<file path="src/rtl/tagged_pkg.sv">
// Shared helpers for the tagged stream stages: index width sizing and
// round-robin pointer increment.
package tagged_pkg;

  function automatic int src_w(input int n);
    return (n > 1) ? $clog2(n) : 1;
  endfunction

  function automatic int rr_inc(input int idx, input int n);
    return (idx >= n - 1) ? 0 : idx + 1;
  endfunction

endpackage

</file>
<file path="src/rtl/tagged_skid_buffer.sv">
// Two-entry registered ready/valid slice; one cycle latency, full throughput.
// in_ready is "not full" only, so there is no combinational path from out_ready.
module tagged_skid_buffer #(
  parameter int W = 8
) (
  input  logic         clk,
  input  logic         rst_n,
  input  logic         in_valid,
  output logic         in_ready,
  input  logic [W-1:0] in_data,
  output logic         out_valid,
  input  logic         out_ready,
  output logic [W-1:0] out_data
);

  logic [W-1:0] ent0;
  logic [W-1:0] ent1;
  logic [1:0]   count;
  logic         push;
  logic         pop;

  assign in_ready  = (count != 2'd2);
  assign out_valid = (count != 2'd0);
  assign out_data  = ent0;
  assign push      = in_valid && in_ready;
  assign pop       = out_valid && out_ready;

  // ent0 is always the head; ent1 only holds the second beat while full.
  always_ff @(posedge clk) begin
    if (!rst_n) begin
      count <= 2'd0;
      ent0  <= '0;
      ent1  <= '0;
    end else begin
      unique case (count)
        2'd0: begin
          if (push) begin
            ent0  <= in_data;
            count <= 2'd1;
          end
        end
        2'd1: begin
          if (push && pop) begin
            ent0 <= in_data;
          end else if (push) begin
            ent1  <= in_data;
            count <= 2'd2;
          end else if (pop) begin
            count <= 2'd0;
          end
        end
        2'd2: begin
          if (pop) begin
            ent0  <= ent1;
            count <= 2'd1;
          end
        end
        default: count <= 2'd0;
      endcase
    end
  end

endmodule

</file>
<file path="src/rtl/tagged_arbiter.sv">
// Round-robin, packet-locked merge of NUM_STREAMS tagged streams; one cycle latency via skid buffer.
// Only the granted input sees ready (buffer not full). TAGGED_ARBITER_SRC_ID_EN adds out_src.
module tagged_arbiter
  import tagged_pkg::*;
#(
  parameter int NUM_STREAMS  = 2,
  parameter int LOCK_ON_LAST = 1,
  parameter int DATA_W       = 32,
  parameter int TAG_W        = 4,
  parameter int KEEP_W       = DATA_W / 8,
  localparam int SRC_W       = src_w(NUM_STREAMS)
) (
  input  logic                          clk,
  input  logic                          rst_n,
  input  logic [NUM_STREAMS-1:0]        in_valid,
  output logic [NUM_STREAMS-1:0]        in_ready,
  input  logic [NUM_STREAMS*DATA_W-1:0] in_data,
  input  logic [NUM_STREAMS*TAG_W-1:0]  in_tag,
  input  logic [NUM_STREAMS*KEEP_W-1:0] in_keep,
  input  logic [NUM_STREAMS-1:0]        in_last,
  output logic                          out_valid,
  input  logic                          out_ready,
  output logic [DATA_W-1:0]             out_data,
  output logic [TAG_W-1:0]              out_tag,
  output logic [KEEP_W-1:0]             out_keep,
  output logic                          out_last
`ifdef TAGGED_ARBITER_SRC_ID_EN
  ,
  output logic [SRC_W-1:0]              out_src
`endif
);

`ifdef TAGGED_ARBITER_SRC_ID_EN
  localparam int PAY_W = SRC_W + DATA_W + TAG_W + KEEP_W + 1;
`else
  localparam int PAY_W = DATA_W + TAG_W + KEEP_W + 1;
`endif

  logic             lock;
  logic [SRC_W-1:0] lock_idx;
  logic [SRC_W-1:0] rr_ptr;
  logic             gnt_vld;
  logic [SRC_W-1:0] gnt_idx;
  logic             can_accept;
  logic             accept;
  logic             sel_valid;
  logic [DATA_W-1:0] sel_data;
  logic [TAG_W-1:0]  sel_tag;
  logic [KEEP_W-1:0] sel_keep;
  logic              sel_last;
  logic [PAY_W-1:0]  pay_in;
  logic [PAY_W-1:0]  pay_out;

  // Scan downward in offset so the requester closest to rr_ptr wins.
  always_comb begin
    int sum;
    logic [SRC_W-1:0] idx;
    gnt_vld = 1'b0;
    gnt_idx = '0;
    sum     = 0;
    idx     = '0;
    if (lock) begin
      gnt_vld = 1'b1;
      gnt_idx = lock_idx;
    end else begin
      for (int k = NUM_STREAMS - 1; k >= 0; k--) begin
        sum = int'(rr_ptr) + k;
        if (sum >= NUM_STREAMS) sum = sum - NUM_STREAMS;
        idx = SRC_W'(sum);
        if (in_valid[idx]) begin
          gnt_vld = 1'b1;
          gnt_idx = idx;
        end
      end
    end
  end

  always_comb begin
    sel_valid = 1'b0;
    sel_data  = '0;
    sel_tag   = '0;
    sel_keep  = '0;
    sel_last  = 1'b0;
    in_ready  = '0;
    for (int i = 0; i < NUM_STREAMS; i++) begin
      if (gnt_idx == SRC_W'(i)) begin
        sel_valid   = in_valid[i];
        sel_data    = in_data[i*DATA_W +: DATA_W];
        sel_tag     = in_tag[i*TAG_W +: TAG_W];
        sel_keep    = in_keep[i*KEEP_W +: KEEP_W];
        sel_last    = in_last[i];
        in_ready[i] = rst_n && gnt_vld && can_accept;
      end
    end
  end

  assign accept = rst_n && gnt_vld && can_accept && sel_valid;

  always_ff @(posedge clk) begin
    if (!rst_n) begin
      lock     <= 1'b0;
      lock_idx <= '0;
      rr_ptr   <= '0;
    end else if (accept) begin
      if (LOCK_ON_LAST != 0 && !sel_last) begin
        lock     <= 1'b1;
        lock_idx <= gnt_idx;
      end else begin
        lock   <= 1'b0;
        rr_ptr <= SRC_W'(rr_inc(int'(gnt_idx), NUM_STREAMS));
      end
    end
  end

`ifdef TAGGED_ARBITER_SRC_ID_EN
  assign pay_in = {gnt_idx, sel_data, sel_tag, sel_keep, sel_last};
  assign {out_src, out_data, out_tag, out_keep, out_last} = pay_out;
`else
  assign pay_in = {sel_data, sel_tag, sel_keep, sel_last};
  assign {out_data, out_tag, out_keep, out_last} = pay_out;
`endif

  tagged_skid_buffer #(.W(PAY_W)) u_skid (
    .clk       (clk),
    .rst_n     (rst_n),
    .in_valid  (accept),
    .in_ready  (can_accept),
    .in_data   (pay_in),
    .out_valid (out_valid),
    .out_ready (out_ready),
    .out_data  (pay_out)
  );

endmodule

</file>
<file path="config.mk">
export PLATFORM = sky130hd
export DESIGN_NAME = tagged_arbiter
export DESIGN_NICKNAME = d
export VERILOG_FILES = /design/src/rtl/tagged_pkg.sv /design/src/rtl/tagged_skid_buffer.sv /design/src/rtl/tagged_arbiter.sv
export SDC_FILE = /design/constraint.sdc
export NUM_CORES = 1
export LEC_CHECK = 0
export CAP_MARGIN = 20
export CORE_ASPECT_RATIO = 0.9
export CORE_MARGIN = 8
export CORE_UTILIZATION = 32
export CTS_BUF_LIST = sky130_fd_sc_hd__clkbuf_16
export DETAILED_ROUTE_END_ITERATION = 8
export SLEW_MARGIN = 30
export SYNTH_ARGS = -nofsm -noshare
export SYNTH_HDL_FRONTEND = slang
export SYNTH_SLANG_ARGS = --single-unit
</file>
<file path="constraint.sdc">
create_clock -name clk -period 4.9 [get_ports clk]
set_input_delay 0.98 -clock clk [delete_from_list [all_inputs] [get_ports clk]]
set_output_delay 0.98 -clock clk [all_outputs]
set_load 0.02 [all_outputs]
</file>
==> flow_metrics.env <==
export IMPL_status="completed"
export IMPL_slowest_delay_ns=0.62
export IMPL_die_h_microns=128
export IMPL_cts_setup_buffers=0
export IMPL_place_congestion=0.771
export IMPL_synth_main_ff_cell="dfxtp_1"
export IMPL_whs_path_depth=2
export IMPL_hold_end="u_skid.out_data[22]"
export IMPL_drc_errors=0
export IMPL_crit_required_ns=3.92
export IMPL_antenna_cells=0
export IMPL_power_share_switching_pct=27.6
export IMPL_syn_inst=455
export IMPL_portBuffers=130
export IMPL_setup_viol=0
export IMPL_crit_type="in -> out"
export IMPL_grt_max_degree=83
export IMPL_period_share_pct=80.0
export IMPL_async_reset_ff_share_pct=0
export IMPL_cts_resized=0
export IMPL_p_leak_nw=2.28
export IMPL_timing_fmax_ghz=0.255
export IMPL_cpMostUsedCell="clkdlybuf4s50_1"
export IMPL_hold_violations=0
export IMPL_clockBufferDepth=2
export IMPL_end_kind="output port"
export IMPL_worstPathCellList="clkdlybuf4s50_1 -> nand2b_1 -> o21ai_4 -> buf_4 -> inv_1 -> nor2_1 -> clkdlybuf4s50_1"
export IMPL_peakVddDrop_mv=0.224
export IMPL_synth_edf_count=0
export IMPL_num_nets_final=650
export IMPL_synth_fa_ha_area_share_pct=0
export IMPL_rows=40
export IMPL_cts_root_buf="clkbuf_16"
export IMPL_r2r_slack_ns=2.58
export IMPL_cp_max_fo=17
export IMPL_viasPerCell=4.99
export IMPL_syn_nets=542
export IMPL_drtAntennaViolNets=0
export IMPL_fillCellCount=1316
export IMPL_area_growth_pct=36.4
export IMPL_wl_microns=11400
export IMPL_first_global_vias=3782
export IMPL_post_synth_top_count_cell="dfxtp_1"
export IMPL_power_mw=1.90
export IMPL_finalSetupTns_ns=0
export IMPL_start_util_pct=33.0
export IMPL_synth_top_area_share_pct=39.3
export IMPL_r2r_cells=6
export IMPL_cts_buffers=9
export IMPL_netlist_area_sq_um=4430
export IMPL_cts_max_level=3
export IMPL_p_seq_share_pct=41.5
export IMPL_powerDensity_nw_per_um2=315
export IMPL_drtIter0Drc=137
export IMPL_dr_total_vias=3669
export IMPL_start_kind="primary input"
export IMPL_clock_skew_ns=0.00457
export IMPL_regArea_sq_um=1740
export IMPL_synth_simple_gate_area_share_pct=9.27
export IMPL_worst_pin_slew_ns=0.869
export IMPL_hold_class="reg -> reg"
export IMPL_ys_ff_latch=87
export IMPL_synthXorXnorAreaFrac_pct=0
export IMPL_use_met1_pct=14.9
export IMPL_cts_tree="built"
export IMPL_insertion_delay_ns=0.34
export IMPL_p_int_mw=1.37
export IMPL_synthDistinctLibCells=27
export IMPL_clk_pin_slew_ns=0.06
export IMPL_r2r_start="lock"
export IMPL_hp_start="u_skid.out_data[22]"
export IMPL_synth_compound_area_share_pct=25.9
export IMPL_crit_slowest_cell="clkdlybuf4s50_1"
export IMPL_clock_sinks=87
export IMPL_relSlewSlack_pct=41.9
export IMPL_grt_busiest_layer="met2"
export IMPL_die_w_microns=140
export IMPL_power_frac_comb_pct=23.6
export IMPL_drv_slew=0
export IMPL_cts_hold_fix_buffers=0
export IMPL_arrival_ns=2.94
export IMPL_multiInputGateArea_sq_um=2430
export IMPL_yosysSeqAreaShare_pct=39.3
export IMPL_rsz0062_at_grt="false"
export IMPL_firstDrtPassIters=6
export IMPL_overflow=0
export IMPL_yosys_area_top_type="dfxtp_1"
export IMPL_cap_violations=0
export IMPL_routedWlPerCell_microns=15.5
export IMPL_grt_pass1_wl_microns=19000
export IMPL_drive_gt1_share_pct=12.0
export IMPL_antenna_found_initial=0
export IMPL_met3_usage_pct=5.21
export IMPL_post_dp_hpwl_microns=7860
export IMPL_fin_crit_ns=3.92
export IMPL_power_frac_clock_pct=34.9
export IMPL_syn_avg_cell_area_sq_um=9.73
export IMPL_track_usage_pct=13.1
export IMPL_grtUsageMet2_pct=21.9
export IMPL_die_area_sq_um=17900
export IMPL_power_switching_uw=525
export IMPL_synthesis_yosys_warnings=0
export IMPL_io_pins=131
export IMPL_r2r_end="u_skid.out_data[39]"
export IMPL_core_area_sq_um=13400
export IMPL_synth_area_leaders="dfxtp_1 39%, mux2i_1 19%, a211oi_2 11%, a21o_1 7.0%, o21ai_0 5.0%"
export IMPL_ys_top_cells_by_count="87 x dfxtp_1, 85 x mux2i_1, 47 x nor2_1"
export IMPL_synth_top_family_by_area="compound AO/OA/AOI/OAI gates"
export IMPL_synth_mux_area_share_pct=19.2
-- per-stage QoR --
| stage | hold WS [ns] | instance area (sq um) | worst slack, ns | std cells | utilization (%) |
|---|---|---|---|---|---|
| final | 0.459 | 6040 | 0.979 | 736 | 45.0 |
| after global routing | 0.469 | 6040 | 0.849 | 736 | 45.0 |
| after detailed placement | 0.451 | 5760 | 0.969 | 720 | 42.9 |
| after floorplan | 0.475 | 4430 | 2.01 | 455 | - |
| after CTS | 0.461 | 6040 | 0.959 | 736 | 45.0 |
| after global placement | 0.445 | 5760 | 1.01 | 720 | 42.9 |
-- sequential cells by signal, indices dropped and copies added, names as in the netlist --
name / count
rr_ptr: 1
lock_idx: 1
lock: 1
u_skid.count: 2
u_skid.ent1: 41
u_skid.out_data: 41
-- power groups by stage --
stage	Combinational [mW]	Sequential [mW]	Clock, mW
after global placement	0.445	0.804	0
after global routing	0.485	0.796	0.715
after detailed placement	0.455	0.805	0
final	0.447	0.789	0.663
after CTS	0.457	0.790	0.688
after floorplan	0.227	0.845	0
-- cells by family after synthesis --
group / Yosys count
compound gates: 137
mux: 85
buf+inv: 44
flops: 87
simple gates: 102
-- how the worst max path moves through the flow --
stage / start / end / slack, ns / cells past startpoint
2_1_floorplan: in_valid[0] / in_ready[1] / 2.01 / 6
3_3_place_gp: in_valid[1] / in_ready[1] / 1.01 / 7
3_5_place_dp: in_valid[1] / in_ready[1] / 0.97 / 7
4_1_cts: in_valid[1] / in_ready[1] / 0.96 / 7
5_1_grt: in_valid[1] / in_ready[1] / 0.85 / 7
6_report: in_valid[1] / in_ready[1] / 0.98 / 7
-- layer usage --
| metal | vias up | wire, microns |
|---|---|---|
| li1 | 1832 | - |
| met1 | 1737 | 4980 |
| met2 | 88 | 5460 |
| met3 | 12 | 787 |
| met4 | 0 | 148 |
| met5 | - | 0 |
-- cell usage in the layout (no fill, tap or decap) --
master             n
a2111oi_4          1
a211oi_1           3
a211oi_2          39
a21o_1            41
a21oi_1            3
a21oi_2            1
a21oi_4            1
a311oi_1           1
buf_12             1
buf_2              1
buf_4              7
bufinv_16          1
clkbuf_16          9
clkdlybuf4s50_1  129
clkinv_1           3
clkinv_2           2
dfxtp_1           87
inv_1              3
inv_2              1
mux2i_1           85
nand2_1           44
nand2b_1           3
nand2b_2           1
nor2_1            47
nor2b_1            3
nor3_1             2
nor4b_2            1
o21ai_0           44
o21ai_4            1
o311ai_0           1
o41ai_2            1
or2_1              1
-- worst max-delay path: cells and delay by family --
family	cells	cell delay, ns
AOI/OAI and AO/OA	1	0.14
and+or+nand+nor	2	0.23
buffers and inverters	4	1.58
-- cell type report --
cell class | count | area share, %
Timing Repair Buffer | 138 | 22.7
Tap cell | 168 | 3.48
Sequential cell | 87 | 28.8
Clock inverter | 7 | 0.912
Inverter | 3 | 0.186
Multi-Input combinational cell | 324 | 40.2
Clock buffer | 9 | 3.73
(Power assumes the default switching activity.)
